## config.mk

```make
export PLATFORM = sky130hd
export DESIGN_NAME = vectored_interrupt_controller
export DESIGN_NICKNAME = d
export VERILOG_FILES = /design/src/rtl/vectored_interrupt_controller.sv
export SDC_FILE = /design/constraint.sdc
export NUM_CORES = 1
export LEC_CHECK = 0
export BUFFER_PORTS_ARGS = -buffer_cell sky130_fd_sc_hd__buf_2
export CAP_MARGIN = 5
export CORE_UTILIZATION = 46
export DETAILED_ROUTE_END_ITERATION = 10
export GPL_TIMING_DRIVEN = 1
export PLACE_DENSITY = 0.85
export SYNTH_ARGS = -nofsm -noshare
export SYNTH_HDL_FRONTEND = slang
export SYNTH_SLANG_ARGS = --single-unit
```

## constraint.sdc

```tcl
create_clock -name clock -period 1.5 [get_ports clock]
set_clock_uncertainty 0.1 [all_clocks]
set_input_delay 0 -clock clock [delete_from_list [all_inputs] [get_ports clock]]
set_output_delay 0 -clock clock [all_outputs]
set_load 0.02 [all_outputs]
```

## src/rtl/vectored_interrupt_controller.sv

```systemverilog
// Prioritised, vectored interrupt controller.
// Collects NUM_IRQ sources, latches them per channel in edge or level mode,
// applies a per-channel enable mask plus a global enable, and presents one
// request (channel id + vector address) to the hazard unit through a
// req / ack / done handshake. No nesting: a new request is only raised from
// IDLE, after the previous ISR has reported done.
module vectored_interrupt_controller #(
    parameter int                   NUM_IRQ    = 8,
    parameter int                   VEC_WIDTH  = 14,
    parameter logic [VEC_WIDTH-1:0] VEC_BASE   = 14'h0010,
    parameter int                   VEC_STRIDE = 4,
    localparam int                  ID_W       = $clog2(NUM_IRQ)
) (
    input  logic                 clock,
    input  logic                 reset,
    input  logic [NUM_IRQ-1:0]   irq_in,
    input  logic                 cfg_wen,
    input  logic [1:0]           cfg_addr,
    input  logic [NUM_IRQ-1:0]   cfg_wdata,
    input  logic                 int_ack,
    input  logic                 int_done,
    output logic                 interrupt,
    output logic [VEC_WIDTH-1:0] int_vec_addr,
    output logic [ID_W-1:0]      int_id,
    output logic                 in_service,
    output logic [NUM_IRQ-1:0]   pending
);

    typedef enum logic [1:0] {
        ST_IDLE    = 2'd0,
        ST_REQ     = 2'd1,
        ST_SERVICE = 2'd2
    } state_t;

    localparam logic [NUM_IRQ-1:0] ONE_HOT_LSB = {{(NUM_IRQ-1){1'b0}}, 1'b1};

    state_t               state_r;
    state_t               state_next_s;
    logic [NUM_IRQ-1:0]   enable_r;
    logic [NUM_IRQ-1:0]   mode_r;
    logic                 global_en_r;
    logic [NUM_IRQ-1:0]   pending_r;
    logic [NUM_IRQ-1:0]   irq_prev_r;
    logic [ID_W-1:0]      id_r;
    logic [VEC_WIDTH-1:0] vec_r;
    logic                 interrupt_r;
    logic                 in_service_r;

    logic [NUM_IRQ-1:0]   eligible_s;
    logic [ID_W-1:0]      winner_s;
    logic                 latch_s;
    logic                 ack_take_s;
    logic [NUM_IRQ-1:0]   w1c_s;
    logic [NUM_IRQ-1:0]   ack_clr_s;
    logic [NUM_IRQ-1:0]   edge_next_s;
    logic [NUM_IRQ-1:0]   pending_next_s;

    // Lowest set index wins (channel 0 has the highest priority).
    function automatic logic [ID_W-1:0] first_set(input logic [NUM_IRQ-1:0] vec);
        logic [ID_W-1:0] idx;
        idx = '0;
        for (int i = NUM_IRQ - 1; i >= 0; i--) begin
            if (vec[i]) begin
                idx = ID_W'(i);
            end else begin
                idx = idx;
            end
        end
        return idx;
    endfunction

    // Vector address of a channel; the sum wraps modulo 2^VEC_WIDTH (VEC_WIDTH <= 32).
    function automatic logic [VEC_WIDTH-1:0] vec_of(input logic [ID_W-1:0] id);
        logic [31:0] full;
        full = 32'(VEC_BASE) + (32'(id) * 32'(VEC_STRIDE));
        return full[VEC_WIDTH-1:0];
    endfunction

    // Arbitration: eligible sources and the winning channel.
    always_comb begin
        eligible_s = pending_r & enable_r & {NUM_IRQ{global_en_r}};
        winner_s   = first_set(eligible_s);
    end

    // Handshake FSM next-state logic.
    always_comb begin
        state_next_s = state_r;
        latch_s      = 1'b0;
        ack_take_s   = 1'b0;
        case (state_r)
            ST_IDLE: begin
                if (|eligible_s) begin
                    state_next_s = ST_REQ;
                    latch_s      = 1'b1;
                end else begin
                    state_next_s = ST_IDLE;
                end
            end
            ST_REQ: begin
                // Done in the same cycle as ack is ignored: only ack moves us on.
                if (int_ack) begin
                    state_next_s = ST_SERVICE;
                    ack_take_s   = 1'b1;
                end else begin
                    state_next_s = ST_REQ;
                end
            end
            ST_SERVICE: begin
                if (int_done) begin
                    state_next_s = ST_IDLE;
                end else begin
                    state_next_s = ST_SERVICE;
                end
            end
            default: begin
                state_next_s = ST_IDLE;
            end
        endcase
    end

    // Pending update: edge channels set on rising edge (set beats clear), level channels track irq_in.
    always_comb begin
        if (cfg_wen && (cfg_addr == 2'd2)) begin
            w1c_s = cfg_wdata;
        end else begin
            w1c_s = '0;
        end
        if (ack_take_s) begin
            ack_clr_s = ONE_HOT_LSB << id_r;
        end else begin
            ack_clr_s = '0;
        end
        edge_next_s    = (pending_r & ~(w1c_s | ack_clr_s)) | (irq_in & ~irq_prev_r);
        pending_next_s = (mode_r & edge_next_s) | (~mode_r & irq_in);
    end

    // Configuration registers written from the SFR file.
    always_ff @(posedge clock) begin
        if (reset) begin
            enable_r    <= '0;
            mode_r      <= '0;
            global_en_r <= 1'b0;
        end else if (cfg_wen) begin
            case (cfg_addr)
                2'd0:    enable_r    <= cfg_wdata;
                2'd1:    mode_r      <= cfg_wdata;
                2'd3:    global_en_r <= cfg_wdata[0];
                default: begin end
            endcase
        end
    end

    // FSM state, pending bits and registered handshake outputs.
    always_ff @(posedge clock) begin
        if (reset) begin
            state_r      <= ST_IDLE;
            irq_prev_r   <= '0;
            pending_r    <= '0;
            id_r         <= '0;
            vec_r        <= '0;
            interrupt_r  <= 1'b0;
            in_service_r <= 1'b0;
        end else begin
            state_r      <= state_next_s;
            irq_prev_r   <= irq_in;
            pending_r    <= pending_next_s;
            interrupt_r  <= (state_next_s == ST_REQ);
            in_service_r <= (state_next_s == ST_SERVICE);
            if (latch_s) begin
                id_r  <= winner_s;
                vec_r <= vec_of(winner_s);
            end
        end
    end

    assign interrupt    = interrupt_r;
    assign int_vec_addr = vec_r;
    assign int_id       = id_r;
    assign in_service   = in_service_r;
    assign pending      = pending_r;

endmodule

```

Word level (Yosys, flattened, before mapping)
Cells that the tools add are included.
{"block": "word_totals", "regBits": 54, "elab_cells": 56, "input_bits": 23, "out_inout_bits": 27}
{"block": "classes", "shift": 1, "n_reduce_logical": 7, "bitwise_logic": 12, "eq_ne": 7, "muxes": 18, "add_sub_neg": 1}
{"operator": "8-bit AND", "count": 6}
{"operator": "3-bit two-way mux", "count": 8}
{"operator": "8-bit NOT", "count": 3}
{"operator": "8-bit bitwise OR", "count": 3}
{"operator": "8-bit two-way mux", "count": 2}
{"operator": "2-bit == test (second input constant)", "count": 4}
{"operator": "8-bit OR reduction", "count": 1}
{"operator": "1-bit by 3-bit left shift with 8-bit output (first input constant)", "count": 1}
{"operator": "5-bit by 5-bit adder with 6-bit output (first input constant)", "count": 1}
{"operator": "2-bit by 1-bit == test with 1-bit output (second input constant)", "count": 3}
{"operator": "2-bit one-hot mux with 3 select lines", "count": 1}
{"operator": "2-bit AND reduction", "count": 3}
{"operator": "1-bit two-way mux", "count": 5}
{"operator": "2-bit zero test", "count": 2}
{"operator": "2-bit two-way mux", "count": 2}
{"operator": "1-bit logical AND", "count": 1}

Depth between registers and ports, before layout
Gate-level depths: netlist of run 1.
{"block": "depth", "ltp_word": 11, "ltp_mapped": 5}

Worst setup path before layout of run 1
OpenSTA, ideal clock, no wires.
{"block": "synth_path", "path_type": "flip-flop to flip-flop", "start": "register pending_r[6] (netlist: pending[6])", "end": "register id_r[0] (netlist: int_id[0])", "period_less_slack_ns": 1.502, "t_required_ns": 1.279, "arrival_ns": 1.281, "n_path_buf": 0, "setup_slack_ns": -0.002, "stages_incl_launch_ff": 5, "cell_sequence": "dfxtp_1 -> a22oi_2 -> nand3_2 -> o21ai_2 -> mux2_2"}
{"block": "synth_via", "elab_chain_cells": 9}
{"element": "from (decl)", "line": "42", "text": "logic [NUM_IRQ-1:0] pending_r;"}
{"element": "from (signal assigned)", "line": "166", "text": "pending_r <= pending_next_s;"}
{"element": "8-bit AND (*) (2 in series)", "line": "81", "text": "eligible_s = pending_r & enable_r & {NUM_IRQ{global_en_r}};"}
{"element": "3-bit two-way mux (7 in series)", "line": "63", "text": "if (vec[i]) begin"}
{"element": "to (signal assigned)", "line": "170", "text": "id_r <= winner_s;"}
{"element": "to (decl)", "line": "44", "text": "logic [ID_W-1:0] id_r;"}
Mark *: on every way between the ends. The rest lies on a longest branch, timed or not.
A chain may end at the register's enable or synchronous reset.

Final worst setup path of run 1
Same ends and word-level chain as after synthesis.

==> impl_metrics.tcl, run 1 <==
set metrics [dict create \
    status "finished, final reports clean" \
    setup_violations 0 \
    grt_use_met1 0.255 \
    io_pins 50 \
    initial_core_util 0.486 \
    grt_busiest_layer "met2" \
    die-area_um2 4150 \
    powerDensity_nw_per_um2 960 \
    ys.flop_type "dfxtp_1" \
    avgSynthCellArea_um2 9.02 \
    post-cts-setup-buffers 0 \
    cts_buffers 5 \
    grt_pass1_vias 1564 \
    yosysWarnings 0 \
    synth_largest_area_cell "dfxtp_1" \
    synthTopCellsByArea "dfxtp_1 46%, mux2i_1 10%, nand2_1 7.5%" \
    leakagePower_uw 0.00106 \
    cts.sinks 41 \
    grt_usage 0.223 \
    wl_per_cell_um 13.1 \
    die_x_um 64.5 \
    drt_iter0_drc 35 \
    grt_pass1_wl_um 6950 \
    whs_ns 0.00281 \
    post-route-util 0.640 \
    yosysTopAreaCellShare 0.457 \
    grt_max_degree 19 \
    power_uw 2270 \
    yosysMostFrequentCell "dfxtp_1" \
    final.setup.worst_slack_ns 0.0804 \
    hold_class "in2reg" \
    gp_congestion 0.838 \
    met2_usage 0.364 \
    crit_chain "a22oi_2 -> nand3_2 -> o21ai_2 -> mux2_2" \
    worst-path-max-fanout 4 \
    vias 1597 \
    area_delta_synth_final_pct 31.7 \
    finalMaxSlewViolations 0 \
    synth_edf_count 0 \
    n_antenna_cell 0 \
    antenna_found_initial 0 \
    arrival_ns 1.51 \
    synth_cells 199 \
    die_y_um 64.5 \
    fmax_mhz 704 \
    peakVddDrop_uv 790 \
    async_flop_share 0 \
    ctsHtreeMaxLevel 2 \
    critical_path.slowest_cell "mux2_2" \
    final-hold-violation-count 0 \
    synth_common_cells "41 x dfxtp_1, 36 x nand2_1, 18 x mux2i_1, 18 x nor2_1, 13 x buf_4" \
    hpwlAfterDp_um 2830 \
    wirelength_um 4100 \
    tns_ns 0 \
    clk_pin_slew_worst_paths_ns 0.08 \
    num_rows 22 \
    io_buffers 39 \
    dr.pass1.iters 4 \
    required_ns 1.59 \
    drc 0 \
    ys_seq_elements 41 \
    final_layout_size_suffix_gt1_frac 0.229 \
    cts_buffer_depth 2 \
    critPathKind "reg2reg" \
    rsz0062_at_grt "false" \
    drv_cap 0 \
    finalNetCount 289 \
    overflow 0 \
    yosysSeqAreaShare 0.457 \
    grt_util_met3 0.0704 \
    period_needed_ns 1.42 \
    ant_nets 0 \
    core-area_um2 3690 \
    synth_cell_types 36 \
    clock_latency_ns 0.30 \
    cts_tree "yes" \
    cpPeakStageDelay_ns 0.35 \
    syn-cell-area_um2 1790 \
    root_buffer "clkbuf_8" \
    place_ws_ns 0.0805 \
    worstSetupStartpointType "flop" \
    endpoint_kind "flop" \
    via_per_inst 5.09 \
    fin_crit_sh 0.946 \
]
worst paths after layout:
| kind | slack, ns | startpoint | end | cells after the start |
|---|---|---|---|---|
| max | 0.08 | pending[6]$_SDFF_PP0_ | int_id[0]$_SDFFE_PP0P_ | 4 |
| min | 0.003 | cfg_addr[0] | global_en_r$_SDFFE_PP0P_ | 4 |
| max reg2reg | 0.08 | pending[6]$_SDFF_PP0_ | int_id[0]$_SDFFE_PP0P_ | 4 |
| min reg2reg | 0.37 | irq_prev_r[2]$_SDFF_PP0_ | pending[2]$_SDFF_PP0_ | 3 |
power breakdown:
group          switching [µW]  leakage (µW)  total (µW)  internal [µW]
Combinational             130      0.000669         249            119
Clock                     375     0.0000540         859            483
Sequential               31.3      0.000336        1160           1130
per-stage QoR:
stage	instances	area (µm²)
after global placement	283	2010
final	314	2360
after global routing	314	2360
after detailed placement	283	2010
after CTS	314	2360
after floorplan	208	1830
layout by cell type, fill, tap and decap left out, types with 2 or more instances in the layout:
| master | instances |
|---|---|
| or3b_1 | 3 |
| a22oi_2 | 2 |
| a21oi_1 | 8 |
| nand2b_1 | 3 |
| nor2_1 | 18 |
| dlygate4sd3_1 | 24 |
| o21ai_1 | 7 |
| nor2b_1 | 9 |
| clkbuf_8 | 5 |
| nand2_1 | 36 |
| dfxtp_1 | 41 |
| a211oi_1 | 7 |
| a22o_1 | 2 |
| mux2i_1 | 18 |
| buf_2 | 39 |
| conb_1 | 10 |
| nor3_1 | 3 |
| nand3b_1 | 3 |
| nand4b_1 | 2 |
| buf_4 | 8 |
layer usage:
metal	vias up	part of all wire
met1	735	0.44
met5	-	0
li1	795	-
met4	0	0.027
met3	9	0.068
met2	58	0.47
logic make-up after synthesis:
logic type,after synthesis,synth area share
multiplexers,19,0.107
other,1,0.00209
flip-flops,41,0.457
AND/OR/NAND/NOR,84,0.232
AO/OA/AOI/OAI,34,0.130
buffers and inverters,20,0.0725
timing repair:
action / CTS / global route
endpoints found under the setup margin: 0 / 1
hold endpoints to repair: 37 / 0
hold buffers: 24 / 0
gates resized for setup: 0 / 1
critical path, delay by kind of cell, from the launching register on:
kind	cells	cell delay, ns
and+or+nand+nor	1	0.12
AOI/OAI and AO/OA	2	0.39
DFF	1	0.34
muxes	1	0.35
area by class of cell:
class | instances | area, µm²
Fill cell | 329 | 1330
Multi-Input combinational cell | 147 | 882
Sequential cell | 41 | 821
Timing Repair Buffer | 71 | 495
Clock buffer | 5 | 68.8
Tap cell | 48 | 60.1
Clock inverter | 2 | 35.0
flip-flops by register name, summed over array words and instances (netlist names):
signal and count:
enable_r 8, global_en_r 1, in_service 1, int_id 3, int_vec_addr 1, interrupt 1
irq_prev_r 8, mode_r 8, pending 8, state_r 2
Note: power is estimated with default switching activity, not from simulation.
==> run 2, diff against run 1 <==
--- a/config.mk
+++ b/config.mk
@@ -5,6 +5,7 @@
 export SDC_FILE = /design/constraint.sdc
 export NUM_CORES = 1
 export LEC_CHECK = 0
+export ABC_AREA = 1
 export BUFFER_PORTS_ARGS = -buffer_cell sky130_fd_sc_hd__buf_2
 export CAP_MARGIN = 5
 export CORE_UTILIZATION = 46
==> run 2 against run 1 <==
Compared with the run above:
- via count grew 4.2%
- synthesized cell count up 21%
- setup slack gained 0.017 ns
- fmax rose by 1.2%
- clock power is 18% lower
- cell area shrank 2.9%
- critical path depth unchanged
- first-iteration DRC count rose by 150%
- power decreased by 5.5%
- wire length down 4.0%
- non-clock buffer count down 6
- largest cell class is now registers
- largest power group unchanged
- highest routed layer unchanged
==> impl_metrics.tcl, run 2 <==
set metrics [dict create \
    async_flop_share 0 \
    synth_largest_area_cell "dfxtp_1" \
    wl_per_cell_um 11.2 \
    cpPeakStageDelay_ns 0.57 \
    clock_latency_ns 0.29 \
    io_buffers 39 \
    grt_usage 0.213 \
    ys_seq_elements 41 \
    hold_class "reg2reg" \
    final_common_cell "nor2_1" \
    nFillCells 336 \
    syn-cell-area_um2 1790 \
    grt_pass1_vias 1572 \
    die_y_um 64.3 \
    setup_violations 0 \
    overflow 0 \
    synth_common_cells "53 x nor2_1, 44 x nand2_1, 41 x dfxtp_1, 24 x o21ai_0, 16 x inv_1" \
    grt_pass1_wl_um 6720 \
    root_buffer "clkbuf_8" \
    finalMaxSlewViolations 0 \
    drt_iter0_drc 87 \
    drv_cap 0 \
    via_per_inst 4.74 \
    area_delta_synth_final_pct 28.4 \
    initial_core_util 0.484 \
    synth_edf_count 0 \
    status "finished, final reports clean" \
    clk_pin_slew_worst_paths_ns 0.07 \
    required_ns 1.57 \
    period_needed_ns 1.40 \
    tns_ns 0 \
    arrival_ns 1.48 \
    core-area_um2 3690 \
    worst_path_most_repeated_cell "dlygate4sd3_1" \
    synth_cell_types 24 \
    yosysTopAreaCellShare 0.459 \
    place_area_um2 1970 \
    leakagePower_uw 0.00106 \
    ant_nets 0 \
    cts.sinks 41 \
    fin_crit_sh 0.935 \
    fmax_mhz 713 \
    synth_cells 240 \
    final-hold-violation-count 0 \
    post-cts-setup-buffers 0 \
    rsz0062_at_grt "false" \
    gp_congestion 0.866 \
    ctsHtreeMaxLevel 2 \
    critPathKind "in2reg" \
    hpwlAfterDp_um 2750 \
    critical_path.slowest_cell "dlygate4sd3_1" \
    die_x_um 64.3 \
    ys.flop_type "dfxtp_1" \
    io_pins 50 \
    endpoint_kind "flop" \
    peakVddDrop_uv 684 \
    yosysSeqAreaShare 0.459 \
    grt_max_degree 31 \
    finalNetCount 326 \
    num_rows 22 \
    worstSetupStartpointType "primary input" \
    final_cell_mix "53 x nor2_1, 44 x nand2_1, 40 x dfxtp_1, 39 x buf_2" \
    synthTopCellsByArea "dfxtp_1 46%, nor2_1 11%, nand2_1 9.2%" \
    yosysMostFrequentCell "nor2_1" \
    yosysWarnings 0 \
    cts_buffer_depth 2 \
    antenna_found_initial 0 \
    cts_buffers 5 \
    drc 0 \
    worst-path-max-fanout 12 \
    dr.pass1.iters 4 \
    post-route-util 0.622 \
    cts_tree "yes" \
    die-area_um2 4140 \
    final_layout_size_suffix_gt1_frac 0.224 \
    powerDensity_nw_per_um2 935 \
    wirelength_um 3940 \
    crit_chain "dlygate4sd3_1 -> buf_2 -> nor2_1 -> dlygate4sd3_1" \
    finish.instance_area_um2 2290 \
    avgSynthCellArea_um2 7.44 \
    n_antenna_cell 0 \
    vias 1664 \
]
## run 2: cells by family (layout without fill, tap and decap cells)
family	after synthesis	in the layout	synth area share
compound gates	39	39	0.119
buf+inv	37	91	0.110
flops	41	41	0.459
other cells	1	10	0.00210
simple gates	122	122	0.310
## run 2: power breakdown
part	leakage, µW	internal [µW]	switching, µW
logic	0.000677	109	151
clock network	0.0000443	365	338
registers	0.000337	1140	40.2
total	0.00106	1610	529
## run 2: critical path: cells and delay by family
family,cells,cell delay (ns)
AND/OR/NAND/NOR,1,0.11
buffers and inverters,3,1.37
## run 2: cell type report
type | instances | area [µm²] | area share
tap | 48 | 60.1 | 0.0262
clock buffer | 7 | 86.3 | 0.0376
sequential | 41 | 822 | 0.358
multi-input combinational | 171 | 803 | 0.350
timing repair buffer | 65 | 450 | 0.196
inverter | 19 | 71.3 | 0.0311
## run 2: repair_timing
action,in CTS,in global routing
endpoints found under the setup margin,0,2
hold buffers,24,0
endpoints found under the hold margin,38,0
resized for setup,0,1
## run 2: path summary, 6_finish.rpt
kind                                 start                  endpoint  slack, ns  depth (start not counted)
setup / recovery                     reset  irq_prev_r[6]$_SDFF_PP0_        0.1                          4
hold / removal    irq_prev_r[2]$_SDFF_PP0_     pending[2]$_SDFF_PP0_       0.38                          3
setup reg to reg  global_en_r$_SDFFE_PP0P_    int_id[1]$_SDFFE_PP0P_       0.20                          7
hold reg to reg   irq_prev_r[2]$_SDFF_PP0_     pending[2]$_SDFF_PP0_       0.38                          3
## run 2: layer usage
layer / wire length (µm) / GRT usage / vias to the layer above
met2: 1880 / 0.346 / 55
met1: 1810 / 0.267 / 735
met5: 0 / 0 / -
li1: - / - / 869
met4: 28 / 0.0917 / 0
met3: 218 / 0.0500 / 5
## run 2: stage by stage
| step | cells | total power, µW | hold WS, ns | worst slack [ns] |
|---|---|---|---|---|
| 5_1_grt | 351 | 2240 | 0.400 | 0.0203 |
| 4_1_cts | 351 | 2160 | 0.368 | 0.0618 |
| 3_3_place_gp | 320 | 1410 | 0.126 | 0.123 |
| 6_report | 351 | 2140 | 0.377 | 0.0969 |
| 2_1_floorplan | 249 | 1350 | -0.0174 | 0.241 |
| 3_5_place_dp | 320 | 1420 | 0.130 | 0.0616 |
